`src/rtl/fp16_pkg.sv`:
```
// Shared types, constants and FP16 arithmetic for the dot-product datapath.
// Subnormal operands and results flush to signed zero; rounding is to nearest, ties to even.
package fp16_pkg;

    typedef enum logic [1:0] {
        IDLE,
        LOAD,
        DRAIN,
        DONE
    } state_e;

    localparam logic [15:0] FP16_ZERO = 16'h0000;
    localparam logic [15:0] FP16_QNAN = 16'h7E00;
    localparam int MAC_PIPE_DEPTH = 2;

    function automatic logic [15:0] fp16_mul_f(
        input logic [15:0] x,
        input logic [15:0] y
    );
        logic        s;
        logic [4:0]  ex;
        logic [4:0]  ey;
        logic [21:0] p;
        logic [9:0]  frac;
        logic        g;
        logic        st;
        logic [14:0] r;
        int          e;
        s  = x[15] ^ y[15];
        ex = x[14:10];
        ey = y[14:10];
        if ((ex == 5'h1f && x[9:0] != 10'd0) || (ey == 5'h1f && y[9:0] != 10'd0))
            return FP16_QNAN;
        if (ex == 5'h1f || ey == 5'h1f) begin
            if (ex == 5'd0 || ey == 5'd0)
                return FP16_QNAN;
            return {s, 5'h1f, 10'd0};
        end
        if (ex == 5'd0 || ey == 5'd0)
            return {s, 15'd0};
        p = 22'({1'b1, x[9:0]}) * 22'({1'b1, y[9:0]});
        e = int'(ex) + int'(ey) - 15;
        if (p[21]) begin
            frac = p[20:11];
            g    = p[10];
            st   = |p[9:0];
            e    = e + 1;
        end else begin
            frac = p[19:10];
            g    = p[9];
            st   = |p[8:0];
        end
        if (e >= 31)
            return {s, 5'h1f, 10'd0};
        if (e <= 0)
            return {s, 15'd0};
        // A mantissa carry ripples into the exponent field, up to infinity.
        r = {5'(e), frac} + 15'(g & (st | frac[0]));
        return {s, r};
    endfunction

    function automatic logic [15:0] fp16_add_f(
        input logic [15:0] x,
        input logic [15:0] y
    );
        logic [15:0] hi;
        logic [15:0] lo;
        logic [4:0]  d;
        logic [13:0] ma;
        logic [13:0] mb;
        logic [13:0] mask;
        logic [14:0] s;
        logic [9:0]  frac;
        logic        g;
        logic        st;
        logic [14:0] r;
        int          e;
        if ((x[14:10] == 5'h1f && x[9:0] != 10'd0) ||
            (y[14:10] == 5'h1f && y[9:0] != 10'd0))
            return FP16_QNAN;
        if (x[14:10] == 5'h1f && y[14:10] == 5'h1f)
            return (x[15] != y[15]) ? FP16_QNAN : x;
        if (x[14:10] == 5'h1f)
            return x;
        if (y[14:10] == 5'h1f)
            return y;
        if (x[14:10] == 5'd0 && y[14:10] == 5'd0)
            return {x[15] & y[15], 15'd0};
        if (x[14:10] == 5'd0)
            return y;
        if (y[14:10] == 5'd0)
            return x;
        if (x[14:0] < y[14:0]) begin
            hi = y;
            lo = x;
        end else begin
            hi = x;
            lo = y;
        end
        d    = hi[14:10] - lo[14:10];
        ma   = {1'b1, hi[9:0], 3'b000};
        mb   = {1'b1, lo[9:0], 3'b000};
        mask = 14'd0;
        if (d >= 5'd14) begin
            mb = 14'd1;
        end else begin
            mask = (14'd1 << d) - 14'd1;
            st   = |(mb & mask);
            mb   = (mb >> d) | {13'd0, st};
        end
        if (hi[15] == lo[15])
            s = {1'b0, ma} + {1'b0, mb};
        else
            s = {1'b0, ma} - {1'b0, mb};
        if (s == 15'd0)
            return FP16_ZERO;
        e = int'(hi[14:10]);
        if (s[14]) begin
            s = {1'b0, s[14:2], s[1] | s[0]};
            e = e + 1;
        end else begin
            for (int i = 0; i < 13; i++) begin
                if (!s[13]) begin
                    s = s << 1;
                    e = e - 1;
                end
            end
        end
        frac = s[12:3];
        g    = s[2];
        st   = |s[1:0];
        if (e >= 31)
            return {hi[15], 5'h1f, 10'd0};
        if (e <= 0)
            return {hi[15], 15'd0};
        r = {5'(e), frac} + 15'(g & (st | frac[0]));
        return {hi[15], r};
    endfunction

endpackage

```
`src/rtl/fp16_add.sv`:
```
// Combinational FP16 adder.
module fp16_add
    import fp16_pkg::*;
(
    input  logic [15:0] a_i,
    input  logic [15:0] b_i,
    output logic [15:0] s_o
);

    assign s_o = fp16_add_f(a_i, b_i);

endmodule

```
`src/rtl/fp16_mac_pipe.sv`:
```
// Two-stage multiply / accumulate pipe; only stage-2 valid products reach the accumulator.
module fp16_mac_pipe
    import fp16_pkg::*;
(
    input  logic        clk_i,
    input  logic        rst_i,
    input  logic        clr_i,
    input  logic        vld_i,
    input  logic [15:0] a_i,
    input  logic [15:0] b_i,
    output logic        v1_o,
    output logic [15:0] acc_o
);

    logic [15:0] a1_q;
    logic [15:0] b1_q;
    logic        v1_q;
    logic [15:0] p2_q;
    logic        v2_q;
    logic [15:0] acc_q;
    logic [15:0] acc_d;
    logic [15:0] prod;
    logic [15:0] sum;

    fp16_mul u_mul (
        .a_i (a1_q),
        .b_i (b1_q),
        .p_o (prod)
    );

    fp16_add u_add (
        .a_i (p2_q),
        .b_i (acc_q),
        .s_o (sum)
    );

    always_comb begin
        acc_d = acc_q;
        if (clr_i)
            acc_d = FP16_ZERO;
        else if (v2_q)
            acc_d = sum;
    end

    always_ff @(posedge clk_i or posedge rst_i) begin
        if (rst_i) begin
            a1_q  <= FP16_ZERO;
            b1_q  <= FP16_ZERO;
            v1_q  <= 1'b0;
            p2_q  <= FP16_ZERO;
            v2_q  <= 1'b0;
            acc_q <= FP16_ZERO;
        end else begin
            v1_q  <= vld_i;
            v2_q  <= v1_q;
            acc_q <= acc_d;
            if (vld_i) begin
                a1_q <= a_i;
                b1_q <= b_i;
            end
            if (v1_q)
                p2_q <= prod;
        end
    end

    assign v1_o  = v1_q;
    assign acc_o = acc_q;

endmodule

```
`src/rtl/fp16_mul.sv`:
```
// Combinational FP16 multiplier.
module fp16_mul
    import fp16_pkg::*;
(
    input  logic [15:0] a_i,
    input  logic [15:0] b_i,
    output logic [15:0] p_o
);

    assign p_o = fp16_mul_f(a_i, b_i);

endmodule

```
`src/rtl/fp16_dot_ctrl.sv`:
```
// Job sequencer for the FP16 dot product: start/len framing, operand stream,
// pipeline drain and a held result handshake.
module fp16_dot_ctrl
    import fp16_pkg::*;
#(
    parameter int LEN_W = 8
) (
    input  logic             clk,
    input  logic             reset,
    input  logic             start,
    input  logic [LEN_W-1:0] len,
    output logic             busy,
    input  logic             in_valid,
    output logic             in_ready,
    input  logic [15:0]      a,
    input  logic [15:0]      b,
    output logic             out_valid,
    input  logic             out_ready,
    output logic [15:0]      result
);

    state_e           state_q;
    state_e           state_d;
    logic [LEN_W-1:0] rem_q;
    logic [LEN_W-1:0] rem_d;
    logic             clr;
    logic             accept;
    logic             v1;

    assign in_ready  = (state_q == LOAD);
    assign accept    = in_valid && in_ready;
    assign busy      = (state_q != IDLE);
    assign out_valid = (state_q == DONE);

    always_comb begin
        state_d = state_q;
        rem_d   = rem_q;
        clr     = 1'b0;
        unique case (state_q)
            IDLE: begin
                if (start) begin
                    clr = 1'b1;
                    if (len != '0) begin
                        rem_d   = len;
                        state_d = LOAD;
                    end else begin
                        state_d = DONE;
                    end
                end
            end
            LOAD: begin
                if (accept) begin
                    rem_d = rem_q - 1'b1;
                    if (rem_q == LEN_W'(1))
                        state_d = DRAIN;
                end
            end
            // With stage 1 empty, the last product is in stage 2 and lands this edge.
            DRAIN: begin
                if (!v1)
                    state_d = DONE;
            end
            DONE: begin
                if (out_ready)
                    state_d = IDLE;
            end
            default: state_d = IDLE;
        endcase
    end

    always_ff @(posedge clk or posedge reset) begin
        if (reset) begin
            state_q <= IDLE;
            rem_q   <= '0;
        end else begin
            state_q <= state_d;
            rem_q   <= rem_d;
        end
    end

    fp16_mac_pipe u_mac (
        .clk_i (clk),
        .rst_i (reset),
        .clr_i (clr),
        .vld_i (accept),
        .a_i   (a),
        .b_i   (b),
        .v1_o  (v1),
        .acc_o (result)
    );

endmodule

```
`config.mk`:
```
export PLATFORM = sky130hd
export DESIGN_NAME = fp16_dot_ctrl
export DESIGN_NICKNAME = d
export VERILOG_FILES = /design/src/rtl/fp16_pkg.sv /design/src/rtl/fp16_add.sv /design/src/rtl/fp16_mac_pipe.sv /design/src/rtl/fp16_mul.sv /design/src/rtl/fp16_dot_ctrl.sv
export SDC_FILE = /design/constraint.sdc
export NUM_CORES = 1
export LEC_CHECK = 0
export ABC_AREA = 1
export BUFFER_PORTS_ARGS = -buffer_cell sky130_fd_sc_hd__buf_2
export CAP_MARGIN = 30
export CORE_MARGIN = 2
export CORE_UTILIZATION = 45
export DETAILED_ROUTE_END_ITERATION = 7
export HOLD_SLACK_MARGIN = 0.02
export PLACE_DENSITY = 0.71
export SETUP_SLACK_MARGIN = 0.1
export SYNTH_ARGS = -nofsm -noshare
export SYNTH_HDL_FRONTEND = slang
export SYNTH_SLANG_ARGS = --single-unit
```
`constraint.sdc`:
```
create_clock -name clk -period 13.69 [get_ports clk]
set_clock_uncertainty 0.05 [all_clocks]
set_input_delay 2.0535 -clock clk [delete_from_list [all_inputs] [get_ports clk]]
set_output_delay 2.0535 -clock clk [all_outputs]
set_load 0.1 [all_outputs]
```
-- Yosys cells after proc, flatten, opt, wreduce, memory -nomap -nowiden
Index checks and enable logic that the tools add are counted.
W data, S select, Z words.
- flip-flop bits (word level): 76
- bits of input ports: 45
- add/sub/neg operators: 24
- multiply operators: 1
- $lt $le $gt $ge: 6
- eq/ne operators: 16
- shift operators: 2
- muxes and demuxes: 440
- bitwise logic cells: 9
- reduce and logical (&&, ||, !) cells: 31
- operator list (cell ; number):
    $mux W32 ; 134
    $mux W14 ; 128
    $mux W16 ; 63
    $sub A32 B2 Y32 const B ; 12
    $mux W13 ; 10
    $mux W15 ; 8
    $mux W1 ; 82
    $ge A32 B6 Y1 const B ; 2
    $le A32 B1 Y1 const B ; 2
    $mux W10 ; 4
    $reduce_bool A10 Y1 ; 4
    $add A15 B1 Y15 ; 2
    $mux W8 ; 3
    $mul A11 B11 Y22 ; 1
    $eq A5 B5 Y1 const B ; 4
    $logic_not A5 Y1 ; 4
    $pmux W8 S2 ; 1
    $add A14 B14 Y15 ; 1
    $logic_not A15 Y1 ; 1
    $lt A15 B15 Y1 ; 1
    $sub A14 B14 Y15 ; 1
    $and A14 B14 Y14 ; 1
    $or A14 B1 Y14 ; 1
    $reduce_or A14 Y1 ; 1
    33 further kinds ; 58

-- Depth between registers and ports, before layout
- depth in word-level cells: 235
- depth in mapped cells: 111
- depth with buffers taken out: 110

-- Cells and area by module
From an unflattened synthesis, not the netlist that was laid out.
- cells, all modules: 4311
- area total of the unflattened synthesis: 24232.0 um2
- by module, submodules not included (module ; times used ; cells an instance ; area each (um2) ; sequential area each (um2)):
    fp16_add ; 1 ; 2947 ; 14787.9 ; 0.0
    fp16_mul ; 1 ; 962 ; 6044.5 ; 0.0
    fp16_mac_pipe ; 1 ; 275 ; 2556.2 ; 1651.6
    fp16_dot_ctrl ; 1 ; 127 ; 843.3 ; 250.2

-- Worst setup path after synthesis
No wires, ideal clock.
- kind: reg-to-reg
- start point: register u_mac.acc_q[13], in the netlist u_mac.acc_o[13]
- end point: register u_mac.acc_q[9], in the netlist u_mac.acc_o[9]
- library setup time: 68 ps
- arrival: 13919 ps
- required time: 13572 ps
- setup slack: -347 ps
- cell stages (with the launch flop): 100
- path buffers: 2
- period minus slack after synthesis: 14037 ps
- path through: dfrtp_1 inv_1 ha_1 nand2_1 inv_1 nand2_1 nand2_1 a21oi_4 nand2_8 nand2_1 nand3_1 ha_1 inv_1 clkbuf_1 nor2_1 a21oi_1 inv_1 nor2_1 (+64 left out) nand3_1 nor2_1 nand3_1 nor3_2 nand2_1 nand2_1 nand2_1 nor2_1 nand3_1 nand2_2 nand4_4 o21bai_2 nand2_1 nand2_1 nand2_1 nand2_1 nand2_1 nand2_1
- cells in the longest elaborated chain, start to end: 197
- elaborated cells on any way between the ends: 411
- those cells by class: add/sub: 19; order compare: 4; eq/ne: 2; shift: 2; mux: 371; bitwise: 5; reduce/logical: 8
- ends and longest elaborated chain (item ; line ; text):
    start: declaration ; fp16_mac_pipe.sv:20 ; logic [15:0] acc_q;
    start signal: assignment ; fp16_mac_pipe.sv:52 ; acc_q <= FP16_ZERO;
    start signal: assignment ; fp16_mac_pipe.sv:56 ; acc_q <= acc_d;
    $lt A15 B15 Y1 ; fp16_pkg.sv:93 ; if (x[14:0] < y[14:0]) begin
    $mux W16 (2 in series) ; fp16_pkg.sv:93 ;
    $mux W16 ; fp16_pkg.sv:91 ; if (y[14:10] == 5'd0)
    $mux W16 ; fp16_pkg.sv:89 ; if (x[14:10] == 5'd0)
    $mux W16 ; fp16_pkg.sv:87 ; if (x[14:10] == 5'd0 && y[14:10] == 5'd0)
    $mux W16 ; fp16_pkg.sv:85 ; if (y[14:10] == 5'h1f)
    $mux W16 ; fp16_pkg.sv:83 ; if (x[14:10] == 5'h1f)
    $mux W16 ; fp16_pkg.sv:81 ; if (x[14:10] == 5'h1f && y[14:10] == 5'h1f)
    (+180 left out) ; n/a ;
    $mux W16 ; fp16_pkg.sv:91 ;
    $mux W16 ; fp16_pkg.sv:89 ;
    $mux W16 ; fp16_pkg.sv:87 ;
    $mux W16 ; fp16_pkg.sv:85 ;
    $mux W16 ; fp16_pkg.sv:83 ;
    $mux W16 * ; fp16_pkg.sv:81 ;
    $mux W16 * ; fp16_mac_pipe.sv:41 ; else if (v2_q)
    $mux W16 * ; fp16_mac_pipe.sv:39 ; if (clr_i)
Every way passes the cells marked *; elsewhere a longest branch is shown, timed or not. The select of a mux whose other input is x is not followed.
A chain may end at the register's enable or synchronous reset.

-- Final worst setup path
- start point: register u_mac.acc_q[8], in the netlist u_mac.acc_o[8]
- end point: register u_mac.acc_q[13], in the netlist u_mac.acc_o[13]
The elaborated chain is that of the path after synthesis.

==> flow_summary.toml <==
[detailed_routing]
wl_per_cell_um = 13.6
drt_drc_violations_left = 0
wl_mm = 65.9
ant_nets = 0
dr.pass1.iters = 7
vias = 25200
via_per_inst = 5.21
drt_iter0_drc = 1764

[setup_path]
path_max_fanout = 11
path_delay_family = "simple AND/OR/NAND/NOR gates"
critPathBufInv = 11
cpMaxStageDelayCell = "dfrtp_2"
r2r_start = "u_mac.acc_o[8]"
cp.arrival_ns = 13.11
cp_common_cell = "nand2_2"
reg2reg_to = "u_mac.acc_o[13]"
crit_required_ns = 13.86
start_kind = "flip-flop"
critical_path_class = "flip-flop to flip-flop"
ff2ff_setup_slack_ns = 0.75
max_stage_delay_ns = 0.41
reg2regPathDepth = 100
end_kind = "flip-flop"

[clocking]
numCtsBuffers = 9
hold_buffers = 0
clockRootBuffer = "clkbuf_16"
htree_levels = 3
clockBufferDepth = 2
clk-insertion-delay-late_ns = 0.35
clk_pin_slew_ns = 0.07
cts.sink_count = 76
cts_tree = "yes"

[floorplanning]
fp.dieH_um = 224
start_util = 0.457
dieArea_um2 = 50400
core_region_area_um2 = 47800
dieWidth_um = 224
io_pins = 64
row_count = 80

[min_path]
hp-start = "rem_q[5]"
holdPathEnd = "rem_q[5]"
hold_path_class = "flip-flop to flip-flop"
worstHoldPathCells = 2

[logic_synthesis]
yosysTopAreaCell = "nand2_1"
synthAdderAreaFrac = 0.156
async_flop_share = 1.00
synth_top_family_by_area = "simple AND/OR/NAND/NOR gates"
syn_inst = 3950
synth_seq_cells = 76
synth_edf_count = 0
ys_types = 71
synth-simple-area-share = 0.482
syn_area_um2 = 21900
synth_area_leaders = "nand2_1 (21%), inv_1 (9.6%), dfrtp_1 (8.7%), nor2_1 (8.2%), ha_1 (8.1%)"
synth_top_area_frac = 0.214
synth_common_cells = "nand2_1 (1,246), inv_1 (557), nor2_1 (480), nand3_1 (327), ha_1 (141)"
ys_warn_count = 0
synthMuxAreaShare = 0.00275
synthXorXnorAreaFrac = 0.0309
synth_compound_area_frac = 0.109
syn_avg_cell_area_um2 = 5.53
yosysMostFrequentCell = "nand2_1"
syn_nets = 4218
ys_seq_area_frac = 0.0870
synth-main-ff-cell = "dfrtp_1"

[timing]
finalMaxSlewViolations = 0
final.period_utilization = 0.945
fin_ws_ns = 0.752
hold_violations = 0
totalNegativeSetupSlack_ns = 0
fmax_mhz = 77.3
maxSlewHeadroom = 0.426
tightest_slew_ns = 0.853
setup_viol = 0
fin_crit_ns = 12.94

[cells_and_area]
diodes = 0
drive_gt1_frac = 0.204
syn_to_final_growth_pct = 19.7
nets = 4494
utilization = 0.547
fill_cells = 4867
stdcell_area_um2 = 26200

[global_routing]
grt_max_degree = 77
grt_pass1_vias = 23400
grt_first_pass_wirelength_mm = 109
antenna_found_initial = 0
grtUsageTotal = 0.255
grt_overflow = 0

[place]
gp_congestion = 1.01
dpl_cell_area_um2 = 24500
port_buffers = 63
dp_hpwl_mm = 54.0
place_ws_ns = -0.328

[outcome]
status = "completed"

[flow_run]
maxCapViolations = 0
## worst register-to-register path: cells and delay by family (launching register included)
family | cells | cell delay, ns
and+or+nand+nor | 65 | 6.63
buffers and inverters | 11 | 0.73
DFF | 1 | 0.41
AOI/OAI and AO/OA | 10 | 1.44
adders and majority gates | 14 | 3.60
## state kept, by name (all words and copies together) (netlist names)
name and cells:
u_mac.b1_q 16, u_mac.v1_o 1, u_mac.acc_o 16, rem_q 8, u_mac.p2_q 16, u_mac.a1_q 16
state_q 2, u_mac.v2_q 1
## worst max-delay path by stage
stage / from / endpoint / slack (ns) / cells past startpoint
detailed placement: u_mac.acc_o[14] / u_mac.acc_o[7] / -0.33 / 92
floorplan: u_mac.acc_o[14] / u_mac.acc_o[9] / 0.10 / 99
global placement: u_mac.acc_o[14] / u_mac.acc_o[7] / -0.06 / 96
CTS: u_mac.acc_o[14] / u_mac.acc_o[4] / 0.14 / 101
finish: u_mac.acc_o[8] / u_mac.acc_o[13] / 0.75 / 100
global route: u_mac.acc_o[8] / u_mac.acc_o[13] / -0.06 / 104
## layout by cell type, fill, tap and decap left out, types with 64 or more instances in the layout
cell type,n
nand2_1,1181
nor2_2,74
inv_2,118
nand3_1,301
o21ai_0,131
buf_2,64
nor3_1,65
nand2_2,120
nand4_1,91
inv_1,535
buf_4,264
a21oi_1,74
nor2_1,424
ha_1,126
fa_1,81
## kinds of logic (layout without fill, tap and decap cells)
| kind of cell | Yosys count | after routing |
|---|---|---|
| compound gates | 406 | 406 |
| buf+inv | 747 | 1028 |
| xor+xnor | 77 | 77 |
| flops | 76 | 76 |
| simple gates | 2415 | 2415 |
| mux | 6 | 6 |
| fa+ha+maj | 223 | 223 |
## layer usage
metal / wire length, um / track usage / up-vias
met2: 30500 / 0.441 / 717
li1: - / - / 13100
met1: 30000 / 0.344 / 11300
met3: 3940 / 0.0260 / 127
met5: 0 / 0 / -
met4: 1460 / 0.0551 / 0
## per-stage QoR
step | hold WS, ns | cells
5_1_grt | 0.487 | 4846
2_1_floorplan | 0.343 | 3950
6_report | 0.459 | 4846
3_3_place_gp | 0.435 | 4805
3_5_place_dp | 0.440 | 4806
4_1_cts | 0.458 | 4825
## layout make-up
class,count,area (um^2),share of cell area
Clock buffer,10,229,0.00875
Clock inverter,6,71.3,0.00273
Inverter,672,2540,0.0969
Multi-Input combinational cell,3127,18100,0.693
Sequential cell,76,1920,0.0733
Tap cell,615,769,0.0294
Timing Repair Buffer,340,2520,0.0962
## what timing repair did
item / in CTS / in global routing
pin swaps: 3 / 110
cloned: 0 / 3
gates resized for setup: 17 / 278
buffers inserted: 3 / 17
endpoints found under the setup margin: 15 / 15
Power is not shown: default switching activity piles up to over one toggle a cycle in this logic, so the estimate is an artifact.
